**src/rtl/bit_serial_adder.sv**
```systemverilog
// Bit-serial adder: {cout,sum} = a + b + cin, one bit per clock, LSB first.
// A single gate-level full adder is time-shared across all bit positions.
// The loop is closed by a carry flop, and a three-state controller runs the sequence.

// Gate-level one-bit full adder cell.
module full_adder (
    output logic sum,
    output logic carry,
    input  logic a,
    input  logic b,
    input  logic cin
);
    logic axb;
    logic ab;
    logic cx;

    xor g_axb (axb, a, b);
    xor g_sum (sum, axb, cin);
    and g_ab  (ab, a, b);
    and g_cx  (cx, axb, cin);
    or  g_cy  (carry, ab, cx);
endmodule

module bit_serial_adder #(
    parameter int WIDTH = 8
) (
    input  logic             clk,
    input  logic             rst,
    input  logic             start,
    input  logic [WIDTH-1:0] a,
    input  logic [WIDTH-1:0] b,
    input  logic             cin,
    output logic             busy,
    output logic             done,
    output logic [WIDTH-1:0] sum,
    output logic             cout
);
    localparam int CW = (WIDTH > 1) ? $clog2(WIDTH) : 1;
    localparam logic [CW-1:0] LAST = CW'(WIDTH - 1);

    typedef enum logic [1:0] {
        IDLE  = 2'd0,
        SHIFT = 2'd1,
        DONE  = 2'd2
    } state_t;

    // Operand captured on the accepting edge.
    typedef struct packed {
        logic [WIDTH-1:0] a;
        logic [WIDTH-1:0] b;
        logic             cin;
    } req_t;

    state_t           state, state_n;
    logic [WIDTH-1:0] a_sr, a_sr_n;
    logic [WIDTH-1:0] b_sr, b_sr_n;
    // Holds the result bits produced so far, MSB-aligned. The bit produced
    // on the final edge comes directly from the cell, so WIDTH-1 bits suffice.
    logic [WIDTH-2:0] s_sr, s_sr_n;
    logic             carry, carry_n;
    logic [CW-1:0]    cnt, cnt_n;
    logic             busy_n;
    logic             done_n;
    logic [WIDTH-1:0] sum_n;
    logic             cout_n;

    logic             fa_sum;
    logic             fa_carry;
    req_t             req;

    assign req = '{a: a, b: b, cin: cin};

    full_adder u_fa (
        .sum   (fa_sum),
        .carry (fa_carry),
        .a     (a_sr[0]),
        .b     (b_sr[0]),
        .cin   (carry)
    );

    // Next-state and datapath decode; every register holds unless a state says otherwise.
    always_comb begin
        state_n = state;
        a_sr_n  = a_sr;
        b_sr_n  = b_sr;
        s_sr_n  = s_sr;
        carry_n = carry;
        cnt_n   = cnt;
        busy_n  = busy;
        done_n  = 1'b0;
        sum_n   = sum;
        cout_n  = cout;

        case (state)
            IDLE: begin
                if (start) begin
                    a_sr_n  = req.a;
                    b_sr_n  = req.b;
                    carry_n = req.cin;
                    cnt_n   = '0;
                    busy_n  = 1'b1;
                    state_n = SHIFT;
                end
            end

            SHIFT: begin
                carry_n = fa_carry;
                s_sr_n  = (WIDTH-1)'({fa_sum, s_sr} >> 1);
                a_sr_n  = a_sr >> 1;
                b_sr_n  = b_sr >> 1;
                cnt_n   = cnt + 1'b1;
                if (cnt == LAST) begin
                    // The completion edge is the only point where sum/cout move.
                    sum_n   = {fa_sum, s_sr};
                    cout_n  = fa_carry;
                    busy_n  = 1'b0;
                    done_n  = 1'b1;
                    cnt_n   = '0;
                    state_n = DONE;
                end
            end

            DONE: begin
                if (start) begin
                    a_sr_n  = req.a;
                    b_sr_n  = req.b;
                    carry_n = req.cin;
                    cnt_n   = '0;
                    busy_n  = 1'b1;
                    state_n = SHIFT;
                end else begin
                    state_n = IDLE;
                end
            end

            default: begin
                busy_n  = 1'b0;
                state_n = IDLE;
            end
        endcase
    end

    // State and datapath registers; reset aborts any operation in flight.
    always_ff @(posedge clk or posedge rst) begin
        if (rst) begin
            state <= IDLE;
            a_sr  <= '0;
            b_sr  <= '0;
            s_sr  <= '0;
            carry <= 1'b0;
            cnt   <= '0;
            busy  <= 1'b0;
            done  <= 1'b0;
            sum   <= '0;
            cout  <= 1'b0;
        end else begin
            state <= state_n;
            a_sr  <= a_sr_n;
            b_sr  <= b_sr_n;
            s_sr  <= s_sr_n;
            carry <= carry_n;
            cnt   <= cnt_n;
            busy  <= busy_n;
            done  <= done_n;
            sum   <= sum_n;
            cout  <= cout_n;
        end
    end
endmodule

```
**config.mk**
```make
export PLATFORM = sky130hd
export DESIGN_NAME = bit_serial_adder
export DESIGN_NICKNAME = d
export VERILOG_FILES = /design/src/rtl/bit_serial_adder.sv
export SDC_FILE = /design/constraint.sdc
export NUM_CORES = 1
export LEC_CHECK = 0
export CORE_MARGIN = 2
export CORE_UTILIZATION = 45
export DETAILED_ROUTE_END_ITERATION = 12
export PLACE_DENSITY = 0.72
export SLEW_MARGIN = 20
export SYNTH_ARGS = -nofsm -noshare
export SYNTH_HDL_FRONTEND = slang
export SYNTH_SLANG_ARGS = --single-unit
```
**constraint.sdc**
```tcl
create_clock -name clk -period 1.43 [get_ports clk]
set_input_delay 0.286 -clock clk [delete_from_list [all_inputs] [get_ports clk]]
set_output_delay 0.286 -clock clk [all_outputs]
set_load 0.02 [all_outputs]
```
* Word level (Yosys, flattened, before mapping) *
Index checks and enable logic that the tools add are counted.

storage, ports and cells
  output and inout bits = 11
  input port bits = 20
  logic and storage cells = 47
  bits in registers = 40

cells by class
  bitwise logic cells = 5
  equal/unequal tests = 6
  $add $sub $neg = 1
  reductions and logical operators = 7
  multiplexer cells = 18

operator list
  operator               number
  $pmux W8 S2            2
  $mux W8                2
  $reduce_and A2 Y1      4
  $mux W1                6
  $mux W3                2
  $pmux W2 S3            1
  $pmux W3 S2            1
  $mux W2                2
  $ne A2 B2 Y1 const B   2
  $pmux W1 S2            2
  $add A3 B1 Y3 const B  1
  $eq A3 B3 Y1 const B   1
  $and A1 B1 Y1          2
  $eq A2 B1 Y1 const B   1
  $eq A2 B2 Y1 const B   1
  $logic_not A2 Y1       1
  $ne A2 B1 Y1 const B   1
  $reduce_bool A2 Y1     1
  $reduce_or A2 Y1       1
  $xor A1 B1 Y1          2
  $or A1 B1 Y1           1

* Depth between registers and ports, before layout *
  depth after elaboration = 4
  depth in mapped cells = 6
  mapped depth without buffers = 5

* Hierarchy *
A second synthesis with hierarchy kept.

second synthesis, totals
  cell total of the unflattened synthesis = 159
  area, all modules = 1752.9 sq um

by module, submodules not included
  module            cells each  area an instance (sq um)  instances
  bit_serial_adder  158         1732.9                    1
  full_adder        1           20.0                      1

* Worst setup path after synthesis *
Ideal clock, no wire load.

  path type = reg2reg
  start point = register cnt[0]
  end point = register cout
  data arrival time = 1.248 ns
  required time = 1.305 ns
  stages on the path, launching flop included = 6
  path slack = 0.057 ns
  period minus slack after synthesis = 1.373 ns
  cells stage by stage = dfrtp_1 -> ha_1 -> ha_1 -> nand2_8 -> inv_8 -> mux2_4

on the way
  longest elaborated chain between the ends = 2

ends and longest elaborated chain
  item                                RTL line  text
  from (decl)                         61        logic [CW-1:0] cnt, cnt_n;
  from (signal assigned)              162       cnt <= cnt_n;
  $eq A3 B3 Y1                        112       if (cnt == LAST) begin
  $reduce_and A2 Y1 (no source line)  n/a
  to (signal assigned)                166       cout <= cout_n;
  to (decl)                           36        output logic cout

No other way between the ends.
A chain may end at the register's enable or synchronous reset.

* Final worst setup path *
  start point = register cnt[0]
  end point = register cnt[2]

on the way
  longest elaborated chain between the ends = 3
  elaborated cells on any way between the ends = 4
  those cells by class = 1 x add/sub; 1 x eq/ne; 2 x mux

ends and longest elaborated chain
  item                                           RTL line  text
  $add A3 B1 Y3 or $eq A3 B3 Y1 (tied branches)  111, 112
  $mux W3 *                                      112
  $pmux W3 S2 *                                  94        case (state)

Mark *: on every way between the ends. The rest lies on a longest branch, timed or not.

==> reports/qor.yml <==
synth_area_leader_cell: "dfrtp_1"
worstSetupPathType: "flop to flop"
dieArea_sq_um: 4550
crit_required_ns: 1.62
startpoint_type: "flop"
grt_max_degree: 41
synthTopCellsByArea: "dfrtp_1 (55%), mux2_4 (7.5%), nand2_1 (5.2%)"
die_w_microns: 67.45
fin_crit_sh_pct: 96.09
worstPathArrival_ns: 1.56
path_max_fanout: 2
dr.pass1.iters: 4
outcome: "complete, no violations"
num_rows: 23
cts_root_buf: "clkbuf_8"
place_congestion: 0.7269
htree_levels: 2
antenna_found_initial: 0
synth_edf_count: 0
postCtsHoldBufs: 0
placement.cell_area_sq_um: 2196
synthFlopType: "dfrtp_1"
fin_crit_ns: 1.374
finish.net_count: 220
ys_seq_area_share_pct: 55.25
grt_overflow: 0
cellPowerDensity_nw_per_um2: 2156
core_sq_um: 3943
end_kind: "flop"
rsz0062_at_grt: "no"
synth_top_area_share_pct: 55.25
cts_tree: "done"
total_power_uw: 4972
clk_pin_slew_ns: 0.08
maxSlewViolCount: 0
synthMostInstantiatedCell: "dfrtp_1"
hold_class: "primary input to asynchronous set/reset pin"
syn-num-nets: 181
syn_to_final_growth_pct: 27.28
drt_iter0_drc: 76
die_h_microns: 67.45
holdWs_ns: 0.3434
detail_route.vias_per_cell: 5.069
io_pins: 31
hold_viol_final: 0
setup_viol: 0
timing.fmax_ghz: 0.7278
async_flop_share_pct: 100.0
ir_worst_vdd_uv: 1022
drv_cap: 0
routed_wl_mm: 3.252
tns_ns: 0
wl_per_cell_microns: 13.11
grt_usage_pct: 16.65
grt_pass1_wl_mm: 5.506
clock_latency_ns: 0.29
dp.final_hpwl_mm: 2.364
drc: 0
drive_above_1_share_pct: 18.69
post_cts_buffers: 0
port_buffers: 30
yosysUniqueCellTypes: 25
vias: 1257
maxSlewHeadroom_pct: 85.01
grt_pass1_vias: 1227
antenna_cells: 0
clock_sinks: 40
clock_path_buffers: 2
p_leak_uw: 0.001127
netlist_area_sq_um: 1812
postRouteAntennaNets: 0
yosys_warnings: 0
fin_area_sq_um: 2306
utilization_pct: 58.49
initial_core_util_pct: 45.95
synth_seq_cells: 40
netlist_top_cells_count: "dfrtp_1 (40), nand2_1 (25), a21oi_1 (15), inv_1 (14), o22ai_1 (12)"
cts-buffers-inserted: 5
clock_skew_ns: 0.006566
synth_cells: 158
worst_pin_slew_ns: 0.2236
avgSynthCellArea_sq_um: 11.47
[state kept, by name (all words and copies together), names as in the netlist]
name / flops
sum: 8
b_sr: 8
cout: 1
a_sr: 8
done: 1
cnt: 3
busy: 1
carry: 1
s_sr: 7
state: 2
[layout by cell type (no fill, tap or decap), drive strengths merged, types with 10 or more instances in the layout]
| cell type | n |
|---|---|
| o22ai | 12 |
| mux2 | 10 |
| clkdlybuf4s50 | 19 |
| buf | 12 |
| a21oi | 15 |
| dlygate4sd2 | 11 |
| dfrtp | 40 |
| inv | 15 |
| nand2 | 26 |
[stage by stage]
stage / setup WS, ns / cells
finish: 0.05595 / 248
global route: 0.009442 / 248
CTS: 0.02640 / 248
detailed placement: -0.07812 / 240
global placement: -0.009310 / 240
floorplan: 0.05679 / 158
[cell type report]
type                       instances  area, sq um
tap                               50        62.56
inverter                          15        63.81
timing repair buffer              42        389.1
clock buffer                       5        68.82
fill                             321         1637
sequential                        40         1001
clock inverter                     3        42.54
multi-input combinational         93        678.2
[per-layer routing]
layer / wire, microns / global-route usage, % / part of all wire, % / vias to the layer above
met5: 0 / 0 / 0 / -
met4: 46 / 6.378 / 1.4 / 0
met3: 197 / 6.000 / 6.1 / 6
met1: 1452 / 20.54 / 45 / 609
met2: 1555 / 26.73 / 48 / 37
li1: - / - / - / 605
[worst paths after layout]
path / startpoint / endpoint / slack (ns) / cells after the start
max: cnt[0] / cnt[2] / 0.06 / 4
min: rst / b_sr[3] / 0.34 / 3
max reg2reg: cnt[0] / cnt[2] / 0.06 / 4
min reg2reg: busy / busy / 0.49 / 2
max in group asynchronous: rst / sum[4] / 0.89 / 3
min in group clk: busy / busy / 0.49 / 2
[critical path, cell delays in order (launching register included)]
cell	delay [ns]
dfrtp_1	0.40
ha_1	0.24
ha_4	0.21
mux2_2	0.25
a22o_1	0.17
[power breakdown]
| group | total [uW] | switching, uW | internal, uW |
|---|---|---|---|
| logic | 2070 | 1030 | 1040 |
| registers | 1990 | 337 | 1650 |
| clock network | 913 | 397 | 516 |
| total | 4970 | 1770 | 3210 |
[cells by family (layout without fill, tap and decap cells)]
family | after synthesis | count (layout) | synth area share (%)
adder cells (fa/ha/maj) | 3 | 3 | 2.486
flip-flops | 40 | 40 | 55.25
buffers and inverters | 25 | 65 | 8.011
AND/OR/NAND/NOR | 38 | 38 | 11.33
AO/OA/AOI/OAI | 37 | 37 | 12.09
multiplexers | 15 | 15 | 10.84
[repair_timing]
item,4_1_cts,5_1_grt
setup endpoints to repair,18,7
endpoints found under the hold margin,0,0
resized for setup,12,1
Note: power is estimated with default switching activity, not from simulation.
